<file path="config.mk">
export PLATFORM = sky130hd
export DESIGN_NAME = mdio_master
export DESIGN_NICKNAME = d
export VERILOG_FILES = /design/src/rtl/lb_mdio_pkg.sv /design/src/rtl/mdio_clk_en.sv /design/src/rtl/mdio_master.sv
export SDC_FILE = /design/constraint.sdc
export NUM_CORES = 1
export LEC_CHECK = 0
export CAP_MARGIN = 20
export CORE_ASPECT_RATIO = 0.9
export CORE_UTILIZATION = 25
export CTS_CLUSTER_DIAMETER = 100
export CTS_CLUSTER_SIZE = 28
export DETAILED_ROUTE_END_ITERATION = 6
export PLACE_DENSITY = 0.41
export SYNTH_ARGS = -nofsm -noshare
export SYNTH_HDL_FRONTEND = slang
export SYNTH_SLANG_ARGS = --single-unit
</file>
<file path="constraint.sdc">
create_clock -name clk -period 4.1 [get_ports clk]
set_input_delay 1.025 -clock clk [delete_from_list [all_inputs] [get_ports clk]]
set_output_delay 1.025 -clock clk [all_outputs]
set_load 0.01 [all_outputs]
</file>
<file path="src/rtl/lb_mdio_pkg.sv">
// Shared Clause-22 MDIO constants, FSM state type and frame helper.
package lb_mdio_pkg;

  typedef enum logic [2:0] {
    ST_IDLE     = 3'd0,
    ST_PREAMBLE = 3'd1,
    ST_HEADER   = 3'd2,
    ST_TA       = 3'd3,
    ST_DATA     = 3'd4,
    ST_DONE     = 3'd5
  } mdio_state_e;

  localparam logic [1:0] MDIO_ST       = 2'b01;
  localparam logic [1:0] MDIO_OP_WRITE = 2'b01;
  localparam logic [1:0] MDIO_OP_READ  = 2'b10;
  localparam logic [1:0] MDIO_TA_WRITE = 2'b10;

  // Index of the last bit inside each fixed-length frame section.
  localparam logic [5:0] HDR_LAST  = 6'd13;
  localparam logic [5:0] TA_LAST   = 6'd1;
  localparam logic [5:0] DATA_LAST = 6'd15;

  // ST + OP + PHYAD + REGAD, transmitted MSB first.
  function automatic logic [13:0] mdio_header(input logic       wr,
                                              input logic [4:0] phy,
                                              input logic [4:0] regad);
    mdio_header = {MDIO_ST, (wr ? MDIO_OP_WRITE : MDIO_OP_READ), phy, regad};
  endfunction

endpackage

</file>
<file path="src/rtl/mdio_clk_en.sv">
// MDC generator: half-period counter with rise/fall strobes, MDC held low when not running.
module mdio_clk_en #(
  parameter int unsigned ClkDiv = 10
) (
  input  logic clk,
  input  logic rst,
  input  logic run_i,
  output logic mdc_o,
  output logic rise_o,
  output logic fall_o
);

  logic [7:0] hp_cnt_q;
  logic       mdc_q;
  logic       tick_s;

  assign tick_s = run_i && (hp_cnt_q == 8'(ClkDiv - 1));
  assign rise_o = tick_s && !mdc_q;
  assign fall_o = tick_s && mdc_q;
  assign mdc_o  = mdc_q;

  // Half-period counter and MDC toggle; a stopped generator restarts from a clean low phase.
  always_ff @(posedge clk) begin
    if (rst) begin
      hp_cnt_q <= 8'd0;
      mdc_q    <= 1'b0;
    end else if (!run_i) begin
      hp_cnt_q <= 8'd0;
      mdc_q    <= 1'b0;
    end else if (tick_s) begin
      hp_cnt_q <= 8'd0;
      mdc_q    <= !mdc_q;
    end else begin
      hp_cnt_q <= hp_cnt_q + 8'd1;
    end
  end

endmodule

</file>
<file path="src/rtl/mdio_master.sv">
// Clause-22 MDIO master: one command in, one framed MDC/MDIO transaction out, one response back.
module mdio_master
  import lb_mdio_pkg::*;
#(
  parameter int unsigned ClkDiv      = 10,
  parameter int unsigned PreambleLen = 32
) (
  input  logic        clk,
  input  logic        rst,
  input  logic        cmd_valid,
  output logic        cmd_ready,
  input  logic        cmd_write,
  input  logic [4:0]  cmd_phy_addr,
  input  logic [4:0]  cmd_reg_addr,
  input  logic [15:0] cmd_wdata,
  output logic        rsp_valid,
  output logic [15:0] rsp_rdata,
  output logic        busy,
  output logic        mdio_mdc,
  output logic        mdio_out,
  output logic        mdio_oen,
  input  logic        mdio_in
);

  localparam logic [5:0] PRE_LAST = (PreambleLen == 0) ? 6'd0 : 6'(PreambleLen - 1);
  localparam mdio_state_e START_ST = (PreambleLen == 0) ? ST_HEADER : ST_PREAMBLE;

  mdio_state_e state_q, state_d, next_sec_s;
  logic [5:0]  bit_cnt_q, bit_cnt_d, last_s;
  logic        write_q, write_d;
  logic [4:0]  phy_q, phy_d, reg_q, reg_d;
  logic [15:0] wdata_q, wdata_d, shift_q, shift_d, rdata_q, rdata_d;
  logic        out_q, out_d, oen_q, oen_d;
  logic        rsp_valid_q, rsp_valid_d, busy_q, busy_d;
  logic        run_q, sync1_q, sync2_q;
  logic        in_frame_s, rise_s, fall_s;

  // {oen, out} for a given frame position; released bits idle high.
  function automatic logic [1:0] frame_bit(input mdio_state_e st, input logic [3:0] cnt,
                                           input logic wr, input logic [13:0] hdr,
                                           input logic [15:0] wd);
    logic [1:0] r;
    r = 2'b11;
    case (st)
      ST_PREAMBLE: r = 2'b01;
      ST_HEADER:   r = {1'b0, hdr[4'd13 - cnt]};
      ST_TA:       r = wr ? {1'b0, MDIO_TA_WRITE[~cnt[0]]} : 2'b11;
      ST_DATA:     r = wr ? {1'b0, wd[4'd15 - cnt]} : 2'b11;
      default:     r = 2'b11;
    endcase
    return r;
  endfunction

  assign in_frame_s = (state_q == ST_PREAMBLE) || (state_q == ST_HEADER) ||
                      (state_q == ST_TA) || (state_q == ST_DATA);
  assign cmd_ready  = (state_q == ST_IDLE) && !rst;
  assign rsp_valid  = rsp_valid_q;
  assign rsp_rdata  = rdata_q;
  assign busy       = busy_q;
  assign mdio_out   = out_q;
  assign mdio_oen   = oen_q;

  mdio_clk_en #(.ClkDiv(ClkDiv)) u_clk_en (
    .clk    (clk),
    .rst    (rst),
    .run_i  (run_q),
    .mdc_o  (mdio_mdc),
    .rise_o (rise_s),
    .fall_o (fall_s)
  );

  // Length and successor of the frame section currently being shifted.
  always_comb begin
    last_s     = 6'd0;
    next_sec_s = ST_IDLE;
    case (state_q)
      ST_PREAMBLE: begin last_s = PRE_LAST;  next_sec_s = ST_HEADER; end
      ST_HEADER:   begin last_s = HDR_LAST;  next_sec_s = ST_TA;     end
      ST_TA:       begin last_s = TA_LAST;   next_sec_s = ST_DATA;   end
      ST_DATA:     begin last_s = DATA_LAST; next_sec_s = ST_DONE;   end
      default:     begin last_s = 6'd0;      next_sec_s = ST_IDLE;   end
    endcase
  end

  // Next-state logic: accept, advance one bit per MDC fall, sample on MDC rise, respond.
  always_comb begin
    state_d     = state_q;
    bit_cnt_d   = bit_cnt_q;
    write_d     = write_q;
    phy_d       = phy_q;
    reg_d       = reg_q;
    wdata_d     = wdata_q;
    shift_d     = shift_q;
    rdata_d     = rdata_q;
    out_d       = out_q;
    oen_d       = oen_q;
    rsp_valid_d = 1'b0;
    busy_d      = busy_q;
    case (state_q)
      ST_IDLE: begin
        if (cmd_valid && cmd_ready) begin
          write_d   = cmd_write;
          phy_d     = cmd_phy_addr;
          reg_d     = cmd_reg_addr;
          wdata_d   = cmd_wdata;
          shift_d   = 16'd0;
          state_d   = START_ST;
          bit_cnt_d = 6'd0;
          busy_d    = 1'b1;
          {oen_d, out_d} = frame_bit(START_ST, 4'd0, cmd_write,
                                     mdio_header(cmd_write, cmd_phy_addr, cmd_reg_addr),
                                     cmd_wdata);
        end else begin
          busy_d = 1'b0;
        end
      end
      ST_PREAMBLE, ST_HEADER, ST_TA, ST_DATA: begin
        if (rise_s && (state_q == ST_DATA) && !write_q) begin
          shift_d = {shift_q[14:0], sync2_q};
        end else begin
          shift_d = shift_q;
        end
        if (fall_s) begin
          if (bit_cnt_q == last_s) begin
            state_d   = next_sec_s;
            bit_cnt_d = 6'd0;
          end else begin
            bit_cnt_d = bit_cnt_q + 6'd1;
          end
          if (state_d == ST_DONE) begin
            out_d       = 1'b1;
            oen_d       = 1'b1;
            rsp_valid_d = 1'b1;
            rdata_d     = write_q ? 16'd0 : shift_q;
          end else begin
            {oen_d, out_d} = frame_bit(state_d, bit_cnt_d[3:0], write_q,
                                       mdio_header(write_q, phy_q, reg_q), wdata_q);
          end
        end else begin
          bit_cnt_d = bit_cnt_q;
        end
      end
      ST_DONE: begin
        state_d = ST_IDLE;
        busy_d  = 1'b0;
      end
      default: begin
        state_d = ST_IDLE;
        busy_d  = 1'b0;
        out_d   = 1'b1;
        oen_d   = 1'b1;
      end
    endcase
  end

  // State, datapath and output registers; the MDIO pad is double-synchronised.
  always_ff @(posedge clk) begin
    if (rst) begin
      state_q     <= ST_IDLE;
      bit_cnt_q   <= 6'd0;
      write_q     <= 1'b0;
      phy_q       <= 5'd0;
      reg_q       <= 5'd0;
      wdata_q     <= 16'd0;
      shift_q     <= 16'd0;
      rdata_q     <= 16'd0;
      out_q       <= 1'b1;
      oen_q       <= 1'b1;
      rsp_valid_q <= 1'b0;
      busy_q      <= 1'b0;
      run_q       <= 1'b0;
      sync1_q     <= 1'b1;
      sync2_q     <= 1'b1;
    end else begin
      state_q     <= state_d;
      bit_cnt_q   <= bit_cnt_d;
      write_q     <= write_d;
      phy_q       <= phy_d;
      reg_q       <= reg_d;
      wdata_q     <= wdata_d;
      shift_q     <= shift_d;
      rdata_q     <= rdata_d;
      out_q       <= out_d;
      oen_q       <= oen_d;
      rsp_valid_q <= rsp_valid_d;
      busy_q      <= busy_d;
      run_q       <= in_frame_s;
      sync1_q     <= mdio_in;
      sync2_q     <= sync1_q;
    end
  end

endmodule

</file>
# --- Word-level counts from Yosys, hierarchy flattened ---
# Index checks and enable logic that the tools add are counted.
totals:
  ff_bits: 84
  inputBits: 31
  output_inout_bits: 22
  word_cells: 108
classes:
  addsub: 4
  magnitude_cmp: 3
  eq_ne: 15
  n_mux: 39
  bitwise_logic: 5
  n_reduce_logical: 25
ops:
  columns: ["op", "count"]
  rows:
  - ["$mux W16", 3]
  - ["$pmux W16 S2", 1]
  - ["$mux W6", 5]
  - ["$pmux W5 S4", 1]
  - ["$mux W3", 5]
  - ["$eq A3 B2 Y1 const B", 4]
  - ["$eq A3 B3 Y1 const B", 4]
  - ["$mux W1", 12]
  - ["$pmux W3 S4", 1]
  - ["$pmux W6 S2", 1]
  - ["$reduce_and A3 Y1", 4]
  - ["$lt A4 B5 Y1 const B", 2]
  - ["$add A8 B1 Y8 const B", 1]
  - ["$bmux W1 S4", 2]
  - ["$eq A8 B4 Y1 const B", 1]
  - ["$pmux W2 S4", 1]
  - ["$sub A4 B4 Y4 const A", 2]
  - ["$logic_and A1 B1 Y1", 7]
  - ["$add A6 B1 Y6 const B", 1]
  - ["$eq A3 B1 Y1 const B", 2]
  - ["$eq A6 B6 Y1", 1]
  - ["$mux W2", 3]
  - ["$pmux W1 S3", 2]
  - ["$pmux W3 S2", 1]
  - ["13 further kinds", 24]

# --- Depth between registers and ports, before layout ---
# Gate-level depths: netlist of the first run.
logic_depth:
  ltp_word: 14
  mapped_depth: 13
  depth_no_buf: 12

# --- Modules after synthesis ---
# Synthesis of the first run repeated with hierarchy kept, for this count alone.
hier_totals:
  cells_unflattened: 462
  area_unflattened_um2: 3885.0
modules_own_cells:
  columns: ["mod", "n_inst", "cells_each", "area_per_inst_um2", "seq_area_each_um2"]
  rows:
  - ["mdio_master", 1, 416, 3473.3, 1501.4]
  - ["mdio_clk_en", 1, 46, 411.6, 180.2]

# --- Worst setup path after synthesis of the first run ---
# Ideal clock, no wire load.
synth_timing:
  kind: "input to register"
  startpoint: "in rst"
  endpoint: "reg bit_cnt_q[5]"
  setup_time_ps: 71
  arrival_ps: 2901
  required_ps: 4029
  setup_slack_ps: 1129
  cell_stages: 8
  path_buffers: 1
  cell_sequence: "clkbuf_1 -> nor4_2 -> nand2_1 -> o21a_1 -> o22a_1 -> or2_1 -> or4_1 -> a21oi_1"
synth_between:
  elab_chain_cells: 5
synth_rtl:
  columns: ["element", "line", "source"]
  rows:
  - ["from (decl)", "mdio_master.sv:9", "input logic rst,"]
  - ["$logic_not A1 Y1", "mdio_master.sv:56", "assign cmd_ready = (state_q == ST_IDLE) && !rst;"]
  - ["$logic_and A1 B1 Y1", "mdio_master.sv:56", null]
  - ["net cmd_ready", "mdio_master.sv:11", "output logic cmd_ready,"]
  - ["$logic_and A1 B1 Y1", "mdio_master.sv:101", "if (cmd_valid && cmd_ready) begin"]
  - ["$ne A2 B1 Y1 (no line)", null, null]
  - ["$reduce_and A3 Y1 (no line)", null, null]
  - ["to (signal assigned)", "mdio_master.sv:176", "bit_cnt_q <= bit_cnt_d;"]
  - ["to (decl)", "mdio_master.sv:29", "logic [5:0] bit_cnt_q, bit_cnt_d, last_s;"]
# The timed path passes the listed nets, and every way through them passes these cells.
# A chain may end at the register's enable or synchronous reset.

# --- Worst setup path after layout of the first run ---
layout_timing:
  startpoint: "reg state_q[1]"
  endpoint: "reg out_q (netlist: mdio_out)"
layout_between:
  elab_chain_cells: 14
  elab_cells_between_ends: 41
  classes_between: "add/sub (2); eq/ne (13); mux (20); bitwise (1); reduce/logical (5)"
layout_rtl:
  columns: ["element", "line", "source"]
  rows:
  - ["from (decl)", "mdio_master.sv:28", "mdio_state_e state_q, state_d, next_sec_s;"]
  - ["from (signal assigned)", "mdio_master.sv:175", "state_q <= state_d;"]
  - ["$eq A3 B3 Y1 (tied with other cells)", "mdio_master.sv:76, mdio_master.sv:99", null]
  - ["$pmux W5 S4", "mdio_master.sv:76", "case (state_q)"]
  - ["$eq A6 B6 Y1", "mdio_master.sv:124", "if (bit_cnt_q == last_s) begin"]
  - ["$mux W6", "mdio_master.sv:124", null]
  - ["$mux W6", "mdio_master.sv:123", "if (fall_s) begin"]
  - ["$mux W6", "mdio_master.sv:99", "case (state_q)"]
  - ["$sub A4 B4 Y4", "mdio_master.sv:48", "ST_DATA: r = wr ? {1'b0, wd[4'd15 - cnt]} : 2'b11;"]
  - ["$bmux W1 S4", "mdio_master.sv:48", null]
  - ["$mux W1 (not written as such)", "mdio_master.sv:48", null]
  - ["$mux W2", "mdio_master.sv:48", null]
  - ["$pmux W2 S4", "mdio_master.sv:44", "case (st)"]
  - ["$mux W1", "mdio_master.sv:130", "if (state_d == ST_DONE) begin"]
  - ["$mux W1", "mdio_master.sv:123", null]
  - ["$pmux W1 S3", "mdio_master.sv:99", null]
  - ["to (signal assigned)", "mdio_master.sv:183", "out_q <= out_d;"]
  - ["to (decl)", "mdio_master.sv:33", "logic out_q, out_d, oen_q, oen_d;"]
# Several ways; a longest one is shown, not always the timed one. The select of a mux whose other input is x is not followed.

==> summary.md, run 1 <==
| Metric | Value |
|---|---|
| Count of maximum capacitance violations | 0 |
| Clock power share | 43.4% |
| Die H | roughly 120 um |
| Mux cell area share after synthesis | under 10% |
| Register area share after synthesis | between 40 and 50% |
| RePlAce Congestion | 0.771 |
| Comb pwr share | under 10% |
| Internal power | 0.00137 W |
| Port Buffers | 52 |
| Synth Area in Simple Gates | between 20% and 30% |
| Initial DRT Pass Iterations | 4 |
| Seq cells post-synth | 84 |
| Fin crit period | between 3 and 4 ns |
| First-pass GRT wire length | between 15,000 and 20,000 um |
| Area Overhead vs Synth | 26.8% |
| Via count | about 3,200 |
| Top-Level Pins | 53 |
| Min-Delay Path Class | reg2reg |
| Storage cell area | about 1700 um^2 |
| FFs w/ async S/R, synth | 0% |
| Cell type with the largest total area after synthesis | dfxtp_1 |
| GR Util All Layers | between 10 and 15% |
| Max H-tree Level | 3 |
| Avg Vias per Cell | 4.62 |
| Hold Vio Cnt, Final | 0 |
| Critical path class | reg2reg |
| Achievable Freq | just under 300 MHz |
| Fill cells | 1,538 |
| Total power | ~0.0018 W |
| Post-CTS Setup Repair Bufs | 0 |
| Cell Area, Synth | 3800 um^2 |
| Resized cells post-CTS | 0 |
| Synth warn | 0 |
| Adder-Cell Fraction of Synth Area | approximately 1.9% |
| Footprint of the multi-input gates | between 1500 and 2000 um^2 |
| Largest net degree at the start of global routing | 63 |
| Critical Path Fanout Max | 16 |
| Final Skew | ~0.0071 ns |
| CORE AREA | 14,800 um^2 |
| R2R Setup Slk | approximately 0.7 ns |
| Clk sinks | 84 |
| Syn_nets | approximately 470 |
| Die ar. | 15,700 um^2 |
| CTS buffer count | 9 |
| DRC | 0 |
| Worst skew pair latency | around 0.35 ns |
| Wire length per cell | approximately 14 um |
| Post-Syn Instances | 432 |
| Relative slew margins | 55.4% |
| Final Cycle Share | ~83% |
| Tightest Pin Transition | approximately 0.67 ns |
| Ant. Diodes | 0 |
| Sequential share of power | between 40% and 50% |
| Initial Utilization | ~26% |
| Largest family of logic cells by synthesized area | simple AND/OR/NAND/NOR gates |
| Most common cell in the synthesized netlist | dfxtp_1 |
| Slew Limit Fails | 0 |
| Endpoints failing setup | 0 |
| Commonest cells in the netlist | dfxtp_1, nand2_1, nor2_1, nand3b_1, nand3_1 |
| Routed Antenna Nets | 0 |
| Post-CTS Hold Fix Bufs | 0 |
| Post-synth EDFFs | 0 |
| Synth Area in XOR/XNOR | roughly 3.7% |
| Setup crit start kind | flip-flop |
| Most area-consuming cells after synthesis | dfxtp_1, nand2_1, nand3b_1, a22o_1, nand3_1 |
| Worst EP arrival | 3.67 ns |
| Sw frac | 24.6% |
| Clk slew on worst S/H paths | 0.06 ns |
| Initial antenna violation count | 0 |
| Nets | 515 |
| Cell leakage power | 1.82 nW |
| CP Capture Type | flip-flop |
| Outcome | finished clean |
| Total Wirelength | approximately 10000 um |
| RSZ-0062 raised after global routing | no |
| Power Density | between 300 and 400 nW/um^2 |
| CP required | 4.37 ns |
| Avg Cell Area, Syn | between 8 and 9 um^2 |
| Switching pwr | between 0.0004 and 0.0005 W |
| Starting DRT DRC Count | roughly 170 |
| Max VDD drop | around 0.00020 V |
| Gr ovfl total | 0 |
| Unique masters post-synth | between 60 and 70 |
| FP Rows | 42 |
| Post-DP HPWL | approximately 6800 um |
| Compound-cell area share of the yosys netlist | 15.5% |
| Root Driver | clkbuf_16 |
| Post-synth top area share | between 40% and 50% |
| Primary FF master, synth | dfxtp_1 |
| Fraction of layout instances using a drive strength above 1 | 9.30% |
| CTS max path bufs | 2 |
| DIE WIDTH | 132 um |
| CTS tree | built |
| Setup TNS Final | 0 ns |
| Vias in the first global route | 3,145 |
-- placed cells by master, fill, tap and decap left out, types with 7 or more instances in the layout --
master | synthesis | routed
nor2_1 | 30 | 30
nand3_1 | 26 | 26
mux2i_1 | 9 | 9
xor2_1 | 10 | 10
buf_4 | 2 | 10
clkbuf_16 | 0 | 9
o21ai_1 | 7 | 7
nand2_1 | 79 | 79
dfxtp_1 | 84 | 84
nand3b_1 | 28 | 28
clkdlybuf4s50_1 | 0 | 51
a22o_1 | 16 | 16
a21oi_1 | 24 | 24
-- cells by family after synthesis --
family / count (synthesis)
AO/OA/AOI/OAI: 82
AND/OR/NAND/NOR: 201
adder cells (fa/ha/maj): 6
XOR/XNOR: 15
buffers and inverters: 33
flip-flops: 84
multiplexers: 11
-- per-layer routing --
metal / routed length (um) / global-route usage, % / share of wire, %
met3: 370 / 3.83 / 3.8
met1: 4920 / 17.6 / 51
met2: 4280 / 20.5 / 44
met4: 161 / 5.45 / 1.7
met5: 0 / 0 / 0
-- final timing paths --
path / start / to / cells past startpoint
max: state_q[1] / mdio_out / 9
min: sync1_q / sync2_q / 1
max reg2reg: state_q[1] / mdio_out / 9
min reg2reg: sync1_q / sync2_q / 1
-- layout make-up --
class | count | share of cell area [%]
Multi-Input combinational cell | 315 | 41.1
Sequential cell | 84 | 34.9
Inverter | 7 | 0.545
Clock inverter | 5 | 0.882
Timing Repair Buffer | 62 | 12.3
Tap cell | 198 | 5.14
Clock buffer | 11 | 5.24
-- sequential cells by signal, indices dropped and copies added, names as in the netlist, 3 cells and up --
signal	flops
rsp_rdata	16
shift_q	16
wdata_q	16
u_clk_en.hp_cnt_q	8
bit_cnt_q	6
phy_q	5
reg_q	5
state_q	3
-- worst max-delay path: stages (launching register included) --
cell,delay [ns]
dfxtp_1,0.75
nor2_4,0.13
xor2_1,0.43
a311oi_4,0.22
o21ai_1,0.43
inv_2,0.08
ha_1,0.35
mux4_2,0.51
a221o_1,0.33
o211ai_1,0.08
-- power groups by stage --
| stage | Clock (W) | Combinational (W) | Sequential [W] |
|---|---|---|---|
| 2_1_floorplan | 0 | 0.000101 | 0.000874 |
| 3_3_place_gp | 0 | 0.000167 | 0.000881 |
| 3_5_place_dp | 0 | 0.000168 | 0.000881 |
| 4_1_cts | 0.000818 | 0.000169 | 0.000862 |
| 5_1_grt | 0.000851 | 0.000183 | 0.000865 |
| 6_report | 0.000787 | 0.000165 | 0.000862 |
-- metrics by stage --
step	utilization (%)	setup WS [ns]	hold slack (ns)	instance area [um^2]	instances
after global placement	30.6	0.785	0.418	4530	666
after detailed placement	30.6	0.707	0.410	4530	666
final	32.6	0.698	0.413	4820	682
after CTS	32.6	0.688	0.418	4820	682
after global routing	32.6	0.374	0.422	4820	682
after floorplan	-	1.13	0.389	3800	432
(Power assumes the default switching activity.)
==> run 2, diff against run 1 <==
PLACE_DENSITY = 0.42   (was 0.41)
clock period = 3 ns   (was 4.1 ns; I/O delays follow)
==> summary.md, run 2 (synthesis gave the netlist of run 1 again) <==
| Metric | Value |
|---|---|
| CP Capture Type | flip-flop |
| DRC | 0 (unchanged) |
| Post-CTS Setup Repair Bufs | 0 (unchanged) |
| DIE WIDTH | 132 um (unchanged) |
| Worst hold margin | 0.424 ns (+0.0104 ns) |
| Bufs and invs on worst path | 1 (unchanged) |
| Clk sinks | 84 (unchanged) |
| Initial Utilization | 25.7% (unchanged) |
| Max VDD drop | 0.000257 V (+26%) |
| RSZ-0062 raised after global routing | no |
| CTS max path bufs | 2 (unchanged) |
| Post-CTS Hold Fix Bufs | 0 (unchanged) |
| Critical Path Fanout Max | 6 (-10) |
| Comb pwr share | 9.4% (+0.3 points) |
| Starting DRT DRC Count | 172 (+0.58%) |
| Endpoints failing setup | 0 (unchanged) |
| CP Depth | 9 (unchanged) |
| Total power | 0.00249 W (+37%) |
| Max H-tree Level | 3 (unchanged) |
| Total Wirelength | 9490 um (-2.4%) |
| Switching pwr | 0.000650 W (+46%) |
| GRT busiest layer | met2 |
| Tightest Pin Transition | 0.606 ns (-0.0614 ns) |
| Grt met3 use | 3.58% (-0.26 points) |
| Fraction of layout instances using a drive strength above 1 | 11.5% (+2.2 points) |
| Reg2reg start | bit_cnt_q[4] |
| Internal power | 0.00184 W (+35%) |
| Sw frac | 26.1% (+1.5 points) |
| Most frequent cells in the layout | dfxtp_1, nand2_1, clkdlybuf4s50_1 |
| CP required | 3.27 ns (-1.10 ns) |
| CTS buffer count | 9 (unchanged) |
| Post-DP HPWL | 6720 um (-1.6%) |
| Fill cells | 1,551 (+0.85%) |
| First-pass GRT wire length | 15,800 um (-3.5%) |
| Hold Vio Cnt, Final | 0 (unchanged) |
| Routing usage on met1 | 17.6% (about the same) |
| CTS tree | built |
| FP Rows | 42 (unchanged) |
| Via count | 3,199 (+1.4%) |
| CP startpoint | bit_cnt_q[4] |
| Final Cycle Share | 93.9% (+11 points) |
| Power Density | 507 nW/um^2 (+35%) |
| R2R cell count | 9 (unchanged) |
| Cell family with most CP delay | compound AO/OA/AOI/OAI gates |
| CP endpoint | mdio_out |
| Slew Limit Fails | 0 (unchanged) |
| Routed Antenna Nets | 0 (unchanged) |
| RePlAce Congestion | 0.786 (+1.9%) |
| Root Driver | clkbuf_16 |
| CORE AREA | 14,800 um^2 (unchanged) |
| Achievable Freq | 355 MHz (+21%) |
| Nets | 527 (+2.3%) |
| Clk slew on worst S/H paths | 0.07 ns (about the same) |
| Slowest CP cell | mux4_2 |
| Global-route met2 utilization | 18.7% (-1.8 points) |
| Outcome | finished clean |
| Commonest non-fill, non-tap cell in the layout | dfxtp_1 |
| GR Util All Layers | 12.9% (-0.48 points) |
| Footprint of the multi-input gates | 1980 um^2 (unchanged) |
| Avg Vias per Cell | 4.61 (-0.33%) |
| Setup crit start kind | flip-flop |
| Worst EP arrival | 3.09 ns (-0.58 ns) |
| Initial antenna violation count | 0 (unchanged) |
| Wire length per cell | 13.7 um (-4.1%) |
| R2R Setup Slk | 0.18 ns (-0.51 ns) |
| Fin crit period | 2.82 ns (-0.586 ns) |
| Top-Level Pins | 53 (unchanged) |
| Min-Delay Path Class | reg2reg |
| Largest net degree at the start of global routing | 63 (unchanged) |
| Clock power share | 43.4% (about the same) |
| Storage cell area | 1680 um^2 (unchanged) |
| Ant. Diodes | 0 (unchanged) |
| CP Cell Sequence | or3b_1, a211oi_2, a311oi_4, o21ai_1, inv_2, ha_1, mux4_2, a221o_1, o211ai_1 |
| Relative slew margins | 59.6% (+4.2 points) |
| Die ar. | 15,700 um^2 (unchanged) |
| Cell leakage power | 1.87 nW (+2.8%) |
| Resized cells post-CTS | 0 (unchanged) |
| Initial DRT Pass Iterations | 5 (+1) |
| Critical path class | reg2reg |
| Worst skew pair latency | 0.35 ns (about the same) |
| Vias in the first global route | 3,091 (-1.7%) |
| Reg-to-Reg End | mdio_out |
| Die H | 119 um (unchanged) |
| Sequential share of power | 47.2% (-0.3 points) |
| Count of maximum capacitance violations | 0 (unchanged) |
| Max incr delay on CP | 0.52 ns (-0.23 ns) |
| Port Buffers | 52 (unchanged) |
| Area Overhead vs Synth | 29.1% |
| Setup TNS Final | 0 ns (unchanged) |
| Gr ovfl total | 0 (unchanged) |
| Final Skew | 0.0111 ns (+0.00406 ns) |
[run 2: cell types whose count changed in the layout (fill, tap and decap cells not counted), sizes merged]
cell,change
clkinv,-1
clkinvlp,+2
clkbuf,-2
inv,+1
buf,+12
[run 2: per-stage QoR]
step / utilization [%] / std cells / setup slack (ns) / instance area [um^2]
6_report: 33.2 / 694 / 0.184 / 4910
5_1_grt: 33.2 / 694 / 0.0141 / 4910
4_1_cts: 33.2 / 694 / 0.181 / 4910
3_5_place_dp: 31.3 / 678 / 0.213 / 4620
3_3_place_gp: 31.3 / 678 / 0.275 / 4620
2_1_floorplan: - / 432 / 0.115 / 3800
[run 2: layout make-up]
| type | count | share of cell area (%) |
|---|---|---|
| Sequential cell | 84 | 34.3 |
| Timing Repair Buffer | 74 | 13.9 |
| Clock inverter | 7 | 1.38 |
| Clock buffer | 9 | 4.59 |
| Tap cell | 198 | 5.05 |
| Inverter | 7 | 0.535 |
| Multi-Input combinational cell | 315 | 40.3 |
[run 2: how the worst min path moves through the flow]
stage	from	to	slack, ns	depth (start not counted)
CTS	sync1_q	sync2_q	0.42	1
finish	sync1_q	sync2_q	0.42	1
global placement	sync1_q	sync2_q	0.40	1
floorplan	sync1_q	sync2_q	0.39	1
detailed placement	sync1_q	sync2_q	0.40	1
global route	sync1_q	sync2_q	0.45	1
[run 2: worst reg2reg max path: cells and delay by family (launching register included)]
kind                       cells  cell delay [ns]
adders and majority gates      1             0.35
AOI/OAI and AO/OA              5             1.03
and+or+nand+nor                1             0.40
buffers and inverters          1             0.07
muxes                          1             0.52
DFF                            1             0.35
[run 2: routing by layer]
metal	vias to the layer above	routed length [um]	part of all wire (%)
li1	1637	-	-
met1	1487	4840	51
met2	68	4110	43
met3	7	384	4.0
met4	0	152	1.6
met5	-	0	0
[run 2: power by group through the flow]
stage	clock, W	sequential, W	combinational, W
after floorplan	0	0.00119	0.000138
after global placement	0	0.00120	0.000237
after detailed placement	0	0.00120	0.000237
after CTS	0.00112	0.00118	0.000239
after global routing	0.00117	0.00118	0.000259
final	0.00108	0.00118	0.000234
==> variant: new RTL, settings of run 2 <==
The 6 states of `mdio_state_e` get a Gray code encoding in 3 bits.
--- a/src/rtl/lb_mdio_pkg.sv
+++ b/src/rtl/lb_mdio_pkg.sv
@@ -2,12 +2,12 @@
 package lb_mdio_pkg;
 
   typedef enum logic [2:0] {
-    ST_IDLE     = 3'd0,
-    ST_PREAMBLE = 3'd1,
-    ST_HEADER   = 3'd2,
-    ST_TA       = 3'd3,
-    ST_DATA     = 3'd4,
-    ST_DONE     = 3'd5
+    ST_IDLE     = 3'b000,
+    ST_PREAMBLE = 3'b001,
+    ST_HEADER   = 3'b011,
+    ST_TA       = 3'b010,
+    ST_DATA     = 3'b110,
+    ST_DONE     = 3'b111
   } mdio_state_e;
 
   localparam logic [1:0] MDIO_ST       = 2'b01;
Formal check against the unedited RTL: no difference found for any inputs over 10 cycles, from zero or initial values and one cycle with rst high; not proved beyond that.
==> variant against run 2 <==
- total power shrank 0.61%
- sequential cell count is the same
- first-iteration DRC count is 41% higher
- critical path depth grew 1
- worst setup slack got worse by 0.25 ns
- highest routed layer unchanged
- fmax fell by 8.2%
- wire length rose by 7.3%
- via count up 6.7%
- cell area is 2.7% higher
- critical path type unchanged
- the flow now finishes with violations (setup timing)
- area after synthesis rose by 2.2%
==> variant: results (changes against run 2) <==
postcts setup bufs: 1 (was 0)
Layout Skew: 0.01012 ns (was 0.01113 ns)
length of routed wiring on met1: 5247 um (was 4840 um)
slowest stage cell, crit path: or4_4 (was mux4_2)
Final setup viols: 1 (was 0)
Remaining DRCs: 0 (unchanged)
ant diodes: 0 (unchanged)
post-synthesis cell type count: 56 (was 65)
Tightest Pin Transition: 0.6128 ns (was 0.6061 ns)
gr usage total: 13.48% (was 12.90%)
grt met2 use: 19.24% (was 18.72%)
Net count, final: 556 (was 527)
Critical Path AT: 3.29 ns (was 3.09 ns)
dpl hpwl: 7090 um (was 6720 um)
CTS Root Cell: clkbuf_16 (unchanged)
failing checks: setup timing
sequential-to-total area share from yosys stat: 43.29% (was 44.23%)
RD Place Congestion: 0.8615 (was 0.7858)
share of layout cells above drive strength 1: 12.40% (was 11.49%)
DR WL met2: 4336 um (was 4114 um)
1st-iter DRT viols: 242 (was 172)
post_cts resized: 2 (was 0)
delay of the slowest cell on the worst path: 0.50 ns (was 0.52 ns)
vias in the first global route: 3317 (was 3091)
Fillers: 1577 (was 1551)
met3 WL post-DR: 518 um (was 384 um)
drt wl/cell: 14.11 um (was 13.68 um)
initial antenna violation count: 0 (unchanged)
first-pass GRT wire length: 17040 um (was 15790 um)
status: complete, but fails checks (was finished clean)
syn nets: 496 (was 468)
Buffers on Ports: 52 (unchanged)
Syn Area/Cell: 8.446 um^2 (was 8.802 um^2)
Pleak: 1.879 nW (was 1.869 nW)
drt total wl: 10190 um (was 9492 um)
total CTS buffers: 9 (unchanged)
Pre-Repair DR Iteration Count: 5 (unchanged)
H-tree levels: 3 (unchanged)
largest cells by area after synthesis: dfxtp_1 43%, nand2_1 8.0%, nand3b_1 5.0% (was dfxtp_1 44%, nand2_1 7.8%, nand3b_1 5.5%)
largest net degree at the start of global routing: 63 (unchanged)
Post-synth top cells: 84 x dfxtp_1, 83 x nand2_1, 38 x nor2_1 (was 84 x dfxtp_1, 79 x nand2_1, 30 x nor2_1)
Worst VDD drop: 0.0003040 V (was 0.0002574 V)
maximum fanout along the worst path: 5 (was 6)
met3 Track Usage GR: 3.229% (was 3.576%)
CTS max path bufs: 2 (unchanged)
post-route setup slack: -0.06658 ns (was 0.1837 ns)
met1 Use GR: 19.45% (was 17.57%)
vias per std cell: 4.726 (was 4.610)
Post-Place Cells: 704 (was 678)
Setup TNS: -0.06658 ns (was 0 ns)
[variant: path summary, 6_finish.rpt]
| path | start | endpoint | slack, ns | cells past startpoint |
|---|---|---|---|---|
| max | state_q[0] | mdio_out | -0.07 | 10 |
| min | sync1_q | sync2_q | 0.41 | 1 |
| max reg2reg | state_q[0] | mdio_out | -0.07 | 10 |
| min reg2reg | sync1_q | sync2_q | 0.41 | 1 |
[variant: critical path, delay by kind of cell (launching register included)]
family / cells / cell delay, ns
AOI/OAI and AO/OA: 4 / 1.05
and+or+nand+nor: 4 / 0.84
adders and majority gates: 1 / 0.37
muxes: 1 / 0.36
DFF: 1 / 0.32
[variant: stage by stage]
stage                     setup WS (ns)  instance area [um^2]
after floorplan                 -0.3871                  3914
after global placement         -0.03186                  4721
after detailed placement       -0.08677                  4721
after CTS                      -0.09945                  5017
after global routing            -0.1923                  5039
final                          -0.06658                  5039
[variant: cell families after synthesis]
logic type	count (synthesis)	synth area share, %
DFF	84	43.28
and+or+nand+nor	220	28.57
muxes	9	3.285
adders and majority gates	5	1.610
AOI/OAI and AO/OA	85	15.88
xor gates and xnor gates	12	2.705
buffers and inverters	45	4.670
[variant: final cells by class]
class | count | area share, %
inverters | 12 | 0.8940
multi-input cells | 331 | 40.53
clock inverters | 4 | 0.6456
clock buffers | 11 | 4.817
well taps | 198 | 4.917
repair buffers | 82 | 14.78
flip-flops and latches | 84 | 33.42
[variant: power by group]
| group | internal, mW | total, mW | switching [mW] | leakage (nW) |
|---|---|---|---|---|
| sequential | 1.15 | 1.17 | 0.0223 | 0.683 |
| combinational | 0.125 | 0.270 | 0.145 | 1.07 |
| clock | 0.585 | 1.03 | 0.449 | 0.129 |
| total | 1.86 | 2.48 | 0.616 | 1.88 |
